$ cat config.mk
export PLATFORM = sky130hd
export DESIGN_NAME = adc_channel_filter
export DESIGN_NICKNAME = d
export VERILOG_FILES = /design/src/rtl/adc_channel_filter.sv
export SDC_FILE = /design/constraint.sdc
export NUM_CORES = 1
export LEC_CHECK = 0
export CAP_MARGIN = 5
export CORE_UTILIZATION = 40
export DETAILED_ROUTE_END_ITERATION = 16
export HOLD_SLACK_MARGIN = 0.03
export PLACE_DENSITY = 0.69
export SYNTH_ARGS = -nofsm -noshare
export SYNTH_HDL_FRONTEND = slang
export SYNTH_SLANG_ARGS = --single-unit
$ cat constraint.sdc
create_clock -name clk_50 -period 2.49 [get_ports clk_50]
set_input_delay 0.747 -clock clk_50 [delete_from_list [all_inputs] [get_ports clk_50]]
set_output_delay 0.747 -clock clk_50 [all_outputs]
set_load 0.02 [all_outputs]
$ cat src/rtl/adc_channel_filter.sv
// adc_channel_filter
//   Box-car averager and hysteresis line detector placed after adc_control.
//   Every change of data_frame snapshots the three channel results into
//   per-channel accumulators. After 2^AVG_LOG2 snapshots the averages are
//   published for one cycle with avg_valid, and the per-channel line bits are
//   re-evaluated against THR_HI / THR_LO with hysteresis.
//
// Ports
//   clk_50      in   1   system clock, rising edge
//   rst         in   1   synchronous reset, active-high
//   data_frame  in   2   frame indicator; any value change is a snapshot point
//   d_out_ch5   in  12   channel 5 conversion result
//   d_out_ch6   in  12   channel 6 conversion result
//   d_out_ch7   in  12   channel 7 conversion result
//   avg_ch5     out 12   channel 5 windowed average
//   avg_ch6     out 12   channel 6 windowed average
//   avg_ch7     out 12   channel 7 windowed average
//   line_bits   out  3   {ch7, ch6, ch5} hysteresis line-detect flags
//   avg_valid   out  1   one-cycle pulse when avg_* / line_bits update
module adc_channel_filter #(
  parameter int AVG_LOG2 = 2,
  parameter int THR_HI   = 2000,
  parameter int THR_LO   = 1500
) (
  input  logic        clk_50,
  input  logic        rst,
  input  logic [1:0]  data_frame,
  input  logic [11:0] d_out_ch5,
  input  logic [11:0] d_out_ch6,
  input  logic [11:0] d_out_ch7,
  output logic [11:0] avg_ch5,
  output logic [11:0] avg_ch6,
  output logic [11:0] avg_ch7,
  output logic [2:0]  line_bits,
  output logic        avg_valid
);

  localparam int ACC_W = 12 + AVG_LOG2;
  localparam int CNT_W = AVG_LOG2 + 1;
  localparam int N     = 1 << AVG_LOG2;

  localparam logic [CNT_W-1:0] CNT_LAST = CNT_W'(N - 1);
  localparam logic [11:0]      THR_HI_C = 12'(THR_HI);
  localparam logic [11:0]      THR_LO_C = 12'(THR_LO);

  typedef enum logic {ACCUM, EMIT} state_t;

  // Hysteresis: set at or above the high threshold, clear at or below the
  // low threshold, keep the previous decision in the band between.
  function automatic logic hyst(input logic [11:0] avg, input logic prev);
    if (avg >= THR_HI_C)      return 1'b1;
    else if (avg <= THR_LO_C) return 1'b0;
    else                      return prev;
  endfunction

  logic [11:0] d_in [3];
  assign d_in[0] = d_out_ch5;
  assign d_in[1] = d_out_ch6;
  assign d_in[2] = d_out_ch7;

  state_t           state_q, state_d;
  logic [1:0]       prev_frame_q;
  logic [ACC_W-1:0] acc_q [3];
  logic [ACC_W-1:0] acc_d [3];
  logic [CNT_W-1:0] cnt_q, cnt_d;
  logic [11:0]      avg_q [3];
  logic [11:0]      avg_d [3];
  logic [2:0]       line_q, line_d;
  logic             valid_q, valid_d;
  logic             frame_edge;

  assign frame_edge = (data_frame != prev_frame_q);

  always_comb begin
    state_d = state_q;
    cnt_d   = cnt_q;
    line_d  = line_q;
    valid_d = 1'b0;
    for (int i = 0; i < 3; i++) begin
      acc_d[i] = acc_q[i];
      avg_d[i] = avg_q[i];
    end

    if (state_q == ACCUM) begin
      if (frame_edge) begin
        for (int i = 0; i < 3; i++) acc_d[i] = acc_q[i] + ACC_W'(d_in[i]);
        cnt_d = cnt_q + CNT_W'(1);
        if (cnt_q == CNT_LAST) state_d = EMIT;
      end
    end else begin
      // The accumulators already hold the full window here; the shift is a
      // plain truncating divide by N.
      for (int i = 0; i < 3; i++) begin
        avg_d[i]  = acc_q[i][ACC_W-1:AVG_LOG2];
        line_d[i] = hyst(avg_d[i], line_q[i]);
      end
      valid_d = 1'b1;
      state_d = ACCUM;
      // A snapshot landing in the publish cycle seeds the next window.
      if (frame_edge) begin
        for (int i = 0; i < 3; i++) acc_d[i] = ACC_W'(d_in[i]);
        cnt_d = CNT_W'(1);
      end else begin
        for (int i = 0; i < 3; i++) acc_d[i] = '0;
        cnt_d = '0;
      end
    end
  end

  always_ff @(posedge clk_50) begin
    if (rst) begin
      state_q      <= ACCUM;
      prev_frame_q <= 2'b00;
      cnt_q        <= '0;
      line_q       <= 3'b000;
      valid_q      <= 1'b0;
      for (int i = 0; i < 3; i++) begin
        acc_q[i] <= '0;
        avg_q[i] <= '0;
      end
    end else begin
      state_q      <= state_d;
      prev_frame_q <= data_frame;
      cnt_q        <= cnt_d;
      line_q       <= line_d;
      valid_q      <= valid_d;
      for (int i = 0; i < 3; i++) begin
        acc_q[i] <= acc_d[i];
        avg_q[i] <= avg_d[i];
      end
    end
  end

  assign avg_ch5   = avg_q[0];
  assign avg_ch6   = avg_q[1];
  assign avg_ch7   = avg_q[2];
  assign line_bits = line_q;
  assign avg_valid = valid_q;

endmodule

# Word-level counts from Yosys, hierarchy flattened
# Memories as Yosys holds them, arrays and structs flattened.
# Cells that the tools add are included.
[word_totals]
regBits = 10
input_bits = 40
ram_bits = 78
memories = 2
out_inout_bits = 40
wordCells = 60
[classes]
eq_ne = 2
n_lt_le_gt_ge = 6
addsub = 4
mux = 24
reduce_logical = 8
bitwise = 7
[mem_list]
columns = ["memory", "words", "word_bits", "rd", "rd_ports_with_merged_regs", "wr", "line_no", "source"]
rows = [
  ["acc_q", 3, 14, 3, 0, 3, "63", "logic [ACC_W-1:0] acc_q [3];"],
  ["avg_q", 3, 12, 3, 0, 3, "66", "logic [11:0] avg_q [3];"],
]
[op_table]
columns = ["cell", "count"]
rows = [
  ["$mux 42", 2],
  ["$add 14x12->14", 3],
  ["$mux 14", 3],
  ["$mux 40", 1],
  ["$ge 12x11->1 const B", 3],
  ["$le 12x11->1 const B", 3],
  ["$mux 12", 3],
  ["$mux 36", 1],
  ["$mux 1", 12],
  ["$reduce_bool 2->1", 4],
  ["$mux 3", 2],
  ["$or 1x1->1", 6],
  ["$reduce_and 2->1", 3],
  ["$add 3x1->3 const B", 1],
  ["$eq 3x2->1 const B", 1],
  ["$reduce_or 3->1", 1],
  ["$ne 2x2->1", 1],
  ["$not 1->1", 1],
]

# Depth between registers and ports, before layout
# Gate-level depths: netlist (run 1).
# An unclocked memory read counts as a cell.
[logic_depth]
depth_word = 5
depth_mapped = 8
mapped_depth_nobuf = 8

# Worst setup path before layout (run 1)
# Ideal clock, no wire load.
[synth_path]
path_kind = "input to register"
startpoint = "input port d_out_ch5[8]"
endpoint = "memory acc_q[0][11] in the netlist's numbering"
setup_time_ns = 0.116
required_ns = 2.374
path_stages = 6
path_slack_ns = 0.107
arrival_ns = 2.267
n_path_buf = 0
cell_sequence = "ha_1 > a21oi_1 > o21ai_0 > a221o_1 > or3_1 > a31o_2"
[synth_lines]
columns = ["item", "line_no", "source"]
rows = [
  ["start: declaration", "28", "input logic [11:0] d_out_ch5,"],
  ["end: declaration", "63", ""],
]

==> results of run 1 <==
==> through the flow <==
stage | std cells | setup TNS, ns | cell area [sq um]
after global placement | 988 | -9.34 | 7250
after detailed placement | 988 | -10.67 | 7250
after global routing | 1006 | -0.000265 | 7860
final | 1006 | 0 | 7860
after floorplan | 665 | 0 | 5550
after CTS | 1004 | 0 | 7680
==> critical path, stage by stage <==
cell and delay (ns):
clkdlybuf4s50_1 0.47, ha_1 0.35, a211oi_2 0.28, o21ai_1 0.21
a311oi_1 0.38, or3_1 0.16, a21oi_1 0.06
==> flip-flops by register name, indices dropped and copies added, names as in the netlist <==
name,flops
prev_frame_q,2
avg_valid,1
avg_q,36
cnt_q,3
state_q,1
line_bits,3
acc_q,42
==> power by group through the flow <==
| stage | Sequential [mW] | Combinational [mW] | Clock, mW |
|---|---|---|---|
| final | 1.96 | 2.94 | 1.63 |
| after global routing | 1.98 | 3.24 | 1.72 |
| after CTS | 1.94 | 2.77 | 1.67 |
| after detailed placement | 1.96 | 2.71 | 0 |
| after global placement | 1.95 | 2.64 | 0 |
| after floorplan | 1.85 | 1.65 | 0 |
==> layout by cell type, fill, tap and decap left out, types with 4 or more instances in the layout <==
cell type	netlist	final
dlymetal6s2s_1	0	9
ha_4	0	8
xor2_1	10	10
o211ai_1	13	13
inv_1	21	21
nor2b_1	8	6
a221oi_1	7	6
nand3b_1	5	5
or3_1	7	7
a31oi_1	14	14
nand3_1	32	32
nand2_1	51	50
mux2i_1	38	38
o21ai_1	1	5
nor3_1	11	9
o2111a_1	5	5
a211oi_1	13	8
clkbuf_16	0	10
a21oi_1	44	40
a21o_1	10	10
nor2_1	66	65
a21oi_2	0	4
nor3b_1	11	10
o21bai_1	6	6
xnor2_1	6	6
ha_1	38	27
a311oi_1	4	4
o21ai_0	32	28
o22ai_1	6	6
o21a_1	7	7
buf_12	0	4
buf_4	0	107
a211o_1	9	9
and3_1	4	4
dfxtp_1	88	87
a211oi_2	0	5
clkdlybuf4s50_1	0	66
==> timing repair <==
action                                  in CTS  in global routing
setup buffers                                0                  2
resized for setup                           19                 35
cloned                                       0                  0
pin swaps                                    9                 15
endpoints found under the setup margin      15                 23
==> kinds of logic (layout without fill, tap and decap cells) <==
| kind of cell | count (synthesis) | after routing | synth area share, % |
|---|---|---|---|
| and+or+nand+nor | 215 | 215 | 18.8 |
| buffers and inverters | 63 | 228 | 4.80 |
| xor gates and xnor gates | 16 | 16 | 2.52 |
| muxes | 39 | 39 | 7.05 |
| AOI/OAI and AO/OA | 203 | 203 | 25.4 |
| adders and majority gates | 41 | 41 | 9.64 |
| DFF | 88 | 88 | 31.7 |
==> final cells by class <==
cell class / count / share of cell area (%)
inverters: 22 / 1.05
well taps: 176 / 2.80
clock inverters: 4 / 1.26
clock buffers: 12 / 3.28
repair buffers: 190 / 21.5
multi-input cells: 514 / 47.7
flip-flops and latches: 88 / 22.5
==> layer usage <==
layer / wire, um / vias up / share of wire, % / global-route usage, %
met3: 532 / 22 / 3.3 / 3.04
met2: 7660 / 101 / 48 / 37.9
met4: 272 / 0 / 1.7 / 8.05
met5: 0 / - / 0 / 0
met1: 7610 / 2702 / 47 / 29.4
li1: - / 2806 / - / -
==> final timing paths <==
kind / to / slack [ns] / start / depth (start not counted)
worst max register to register: acc_q[0][10] / 0.45 / acc_q[0][0] / 8
worst max-delay path: acc_q[0][41] / 0.07 / d_out_ch7[1] / 7
worst min-delay path: cnt_q[1] / 0.47 / cnt_q[1] / 2
worst min register to register: cnt_q[1] / 0.47 / cnt_q[1] / 2
==> impl_metrics.py, run 1 <==
metrics = {
    "synthesis": {
        "synth-edff-count": 0,
        "syn_area_sq_mm": 0.00555,
        "seq_area_frac_synth_pct": 31.7,
        "syn_inst": 665,
        "synthTopCellsByArea": "dfxtp_1 32%, ha_1 8.6%, mux2i_1 6.8%, nor2_1 4.5%, a21oi_1 4.0%",
        "dominantRegCellSynth": "dfxtp_1",
        "synth_top_area_share_pct": 31.7,
        "synthArstFlopShare_pct": 0,
        "syn_area_per_cell_sq_um": 8.35,
        "ys_seq_elements": 88,
        "syn_nets": 746,
        "yosysWarnings": 0,
        "synth.top_cells.by_count": "88 x dfxtp_1, 66 x nor2_1, 51 x nand2_1",
        "synth_cell_types": 69,
        "synth.largest_area_cell": "dfxtp_1",
        "synthMostInstantiatedCell": "dfxtp_1",
    },
    "min_path": {
        "hold_class": "reg -> reg",
    },
    "critical_path": {
        "cp.required_ns": 2.73,
        "path_class": "in -> reg",
        "startpoint_type": "input port",
        "worst_ep_arrival_time_ns": 2.65,
        "critical_path.max_fanout": 3,
        "crit_path_end_kind": "register",
    },
    "power": {
        "cellLeakagePower_nw": 3.18,
        "switching_share_pct": 35.5,
        "power_density_mw_per_mm2": 831,
        "switchingPower_mw": 2.32,
        "power_frac_clock_pct": 25.0,
        "vdd_drop_max_v": 0.000351,
        "pwr-share-seq_pct": 29.9,
        "internal-power_mw": 4.22,
        "finalPower_mw": 6.53,
        "p_comb_share_pct": 45.1,
    },
    "sta": {
        "final-hold-violation-count": 0,
        "maxSlewViolCount": 0,
        "timing.hold.ws_ns": 0.473,
        "finalCriticalPeriod_ns": 2.42,
        "setup_violations": 0,
        "slew_headroom_pct": 63.8,
        "skew_ns": 0.00649,
        "max_clock_freq_mhz": 414,
        "setup_ws_ns": 0.0745,
        "period_share_pct": 97.0,
        "worst_pin_slew_ns": 0.543,
    },
    "route": {
        "drt_iter0_markers": 413,
        "via_per_inst": 5.60,
        "avgRoutedWirePerCell_um": 16.0,
        "drcViolationCount": 0,
        "drtPass1Iterations": 4,
        "wl_mm": 16.1,
        "ant_nets": 0,
        "vias": 5631,
    },
    "clock_network": {
        "clk_latency_ns": 0.35,
        "cts.sinks": 88,
        "cts_tree": "built",
        "htree_levels": 3,
        "cts_hold_buf": 0,
        "clk_pin_slew_ns": 0.07,
        "numCtsBuffers": 9,
        "clk_path_buf_depth": 2,
        "cts_root_buf": "clkbuf_16",
    },
    "floorplanning": {
        "die_y_um": 120,
        "die_x_um": 120,
        "start_util_pct": 41.4,
        "ioPinCount": 80,
        "dieArea_sq_mm": 0.0144,
        "num_rows": 42,
        "core-area_sq_mm": 0.0134,
    },
    "placement": {
        "portBuffers": 79,
        "dp_worst_setup_slack_ns": -0.497,
        "gp_congestion": 0.902,
        "dpl.hpwl_mm": 11.7,
    },
    "grt": {
        "grt-ovfl-total": 0,
        "grt_max_degree": 110,
        "grt_pass1_wl_mm": 25.9,
        "grtUsageTotal_pct": 22.5,
        "grt_pass1_vias": 5358,
        "antenna_found_initial": 0,
    },
    "layout": {
        "fin_nets": 906,
        "n_antenna_cell": 0,
        "area_delta_synth_final_pct": 41.6,
        "multi_input_area_sq_mm": 0.00375,
        "fill_cells": 1192,
        "post-route-util_pct": 58.7,
        "ff_latch_area_sq_mm": 0.00177,
        "drive_above_1_share_pct": 20.6,
    },
    "run_status": {
        "status": "complete, no violations",
    },
    "run": {
        "max-cap-violations": 0,
    },
}
(Power assumes the default switching activity.)
==> run 2, diff against run 1 <==
--- a/config.mk
+++ b/config.mk
@@ -6,10 +6,11 @@
 export NUM_CORES = 1
 export LEC_CHECK = 0
 export CAP_MARGIN = 5
-export CORE_UTILIZATION = 40
+export CORE_MARGIN = 4
+export CORE_UTILIZATION = 49
 export DETAILED_ROUTE_END_ITERATION = 16
 export HOLD_SLACK_MARGIN = 0.03
-export PLACE_DENSITY = 0.69
+export PLACE_DENSITY = 0.81
 export SYNTH_ARGS = -nofsm -noshare
 export SYNTH_HDL_FRONTEND = slang
 export SYNTH_SLANG_ARGS = --single-unit
==> run 2 against run 1 <==
The run now ends with negative setup slack left. Critical path depth rose by 2. Sequential share of layout area rose by 0.76 points. Hold slack got worse by 0.0090 ns. Clock skew rose by 0.0025 ns. Die area fell by 8.8%. Clock power fell by 20%. Cell area fell by 3.3%. Worst setup slack got worse by 0.10 ns. Maximum frequency fell by 4.1%. Critical path type unchanged.
==> impl_metrics.py, run 2 (synthesis results as in run 1) <==
metrics = {
    "power": {
        "vdd_drop_max_v": 0.000473,
        "power_density_mw_per_mm2": 811,
        "cellLeakagePower_nw": 3.06,
    },
    "route": {
        "ant_nets": 0,
        "vias": 5778,
        "wl_mm": 16.5,
        "via_per_inst": 6.01,
        "drt_iter0_markers": 366,
        "drcViolationCount": 0,
        "drtPass1Iterations": 5,
        "avgRoutedWirePerCell_um": 17.1,
    },
    "grt": {
        "grtUsageTotal_pct": 25.1,
        "grt_pass1_wl_mm": 27.2,
        "antenna_found_initial": 0,
        "grt-ovfl-total": 0,
        "grt_max_degree": 107,
        "grt_pass1_vias": 5748,
    },
    "clock_network": {
        "cts.sinks": 88,
        "clk_path_buf_depth": 2,
        "numCtsBuffers": 9,
        "cts_hold_buf": 0,
        "clk_latency_ns": 0.35,
        "cts_root_buf": "clkbuf_16",
        "clk_pin_slew_ns": 0.07,
        "cts_tree": "built",
        "htree_levels": 3,
    },
    "layout": {
        "fin_nets": 898,
        "drive_above_1_share_pct": 19.2,
        "reg_top3": "acc_q: 42 flops, avg_q: 36 flops",
        "n_antenna_cell": 0,
        "fill_cells": 863,
        "largest_reg_flops": 42,
        "post-route-util_pct": 69.3,
        "final_area_sq_mm": 0.00761,
        "final_cell_mix": "100 x buf_4, 87 x dfxtp_1, 68 x clkdlybuf4s50_1",
        "regMostFlops": "acc_q",
        "area_delta_synth_final_pct": 37.0,
        "final_common_cell": "buf_4",
    },
    "floorplanning": {
        "dieArea_sq_mm": 0.0131,
        "core-area_sq_mm": 0.0110,
        "die_x_um": 114,
        "die_y_um": 114,
        "ioPinCount": 80,
        "num_rows": 38,
        "start_util_pct": 50.6,
    },
    "sta": {
        "rsz0062_at_grt": "yes",
        "final.setup.tns_ns": -0.0401,
        "skew_ns": 0.00895,
        "worst_pin_slew_ns": 0.548,
        "maxSlewViolCount": 0,
        "period_share_pct": 101,
        "setup_violations": 2,
        "max_clock_freq_mhz": 397,
        "setup_ws_ns": -0.0281,
        "finalCriticalPeriod_ns": 2.52,
        "slew_headroom_pct": 63.4,
        "final-hold-violation-count": 0,
    },
    "critical_path": {
        "cp.required_ns": 2.73,
        "critical_path.max_stage_delay_ns": 0.42,
        "worstPathCellList": "clkdlybuf4s50_1, ha_1, a21oi_1, o211ai_1, buf_4, o31ai_2, buf_4, xnor2_1, a22o_1",
        "path_delay_family": "compound AO/OA/AOI/OAI gates",
        "startpoint_type": "input port",
        "cp.buffers_inverters": 3,
        "worst_path_max_delay_cell": "clkdlybuf4s50_1",
        "worst_ep_arrival_time_ns": 2.76,
        "critical_path.max_fanout": 4,
        "cpMostUsedCell": "buf_4",
        "path_class": "in -> reg",
        "crit_path_end_kind": "register",
    },
    "min_path": {
        "hold_class": "reg -> reg",
    },
    "run_status": {
        "status": "complete, but fails checks",
        "violations": "negative setup slack",
    },
    "placement": {
        "dpl-instance-area_sq_mm": 0.00713,
        "portBuffers": 79,
        "gp_congestion": 0.965,
        "dp_worst_setup_slack_ns": -0.548,
        "dpl.hpwl_mm": 11.9,
    },
    "run": {
        "max-cap-violations": 0,
    },
}
-- run 2: what timing repair did --
item	4_1_cts	5_1_grt
gates cloned	0	0
gates resized for setup	24	22
setup buffers	2	1
pin swaps	7	7
setup endpoints to repair	17	17
-- run 2: worst paths after layout --
check             cells past startpoint  slack, ns            to    startpoint
hold / removal                        2       0.46      cnt_q[1]      cnt_q[1]
hold reg to reg                       2       0.46      cnt_q[1]      cnt_q[1]
setup reg to reg                      8       0.40  acc_q[0][10]   acc_q[0][0]
setup / recovery                      9      -0.03  acc_q[0][23]  d_out_ch6[4]
-- run 2: stage by stage --
| stage | cells | hold slack, ns | power, mW |
|---|---|---|---|
| 2_1_floorplan | 665 | 0.432 | 3.50 |
| 3_3_place_gp | 943 | 0.443 | 4.53 |
| 3_5_place_dp | 943 | 0.457 | 4.64 |
| 4_1_cts | 960 | 0.464 | 6.01 |
| 5_1_grt | 961 | 0.492 | 6.55 |
| 6_report | 961 | 0.464 | 6.17 |
-- run 2: worst register-to-register path, stage by stage, from the launching register on --
cell and delay [ns]:
dfxtp_1 0.33, ha_2 0.18, inv_1 0.06, fa_2 0.37
nor2b_2 0.14, o31a_1 0.28, nor3_2 0.11, o2111a_1 0.25
a211o_1 0.27
-- run 2: power breakdown --
part           switching (mW)  internal (mW)
sequential              0.301           1.64
clock                   0.574          0.723
combinational            1.43           1.50
-- run 2: routing by layer --
metal | part of all wire [%] | global-route usage, % | vias to the layer above
met2 | 49 | 43.6 | 220
met5 | 0 | 0 | -
met1 | 42 | 30.9 | 2740
li1 | - | - | 2783
met4 | 2.6 | 10.6 | 0
met3 | 6.0 | 3.81 | 35
-- run 2: final cells by class --
type,count,area [sq um],area share (%)
Clock buffer,12,256,3.37
Clock inverter,3,17.5,0.230
Inverter,22,82.6,1.09
Multi-Input combinational cell,514,3710,48.8
Sequential cell,88,1770,23.2
Tap cell,140,175,2.30
Timing Repair Buffer,182,1600,21.0
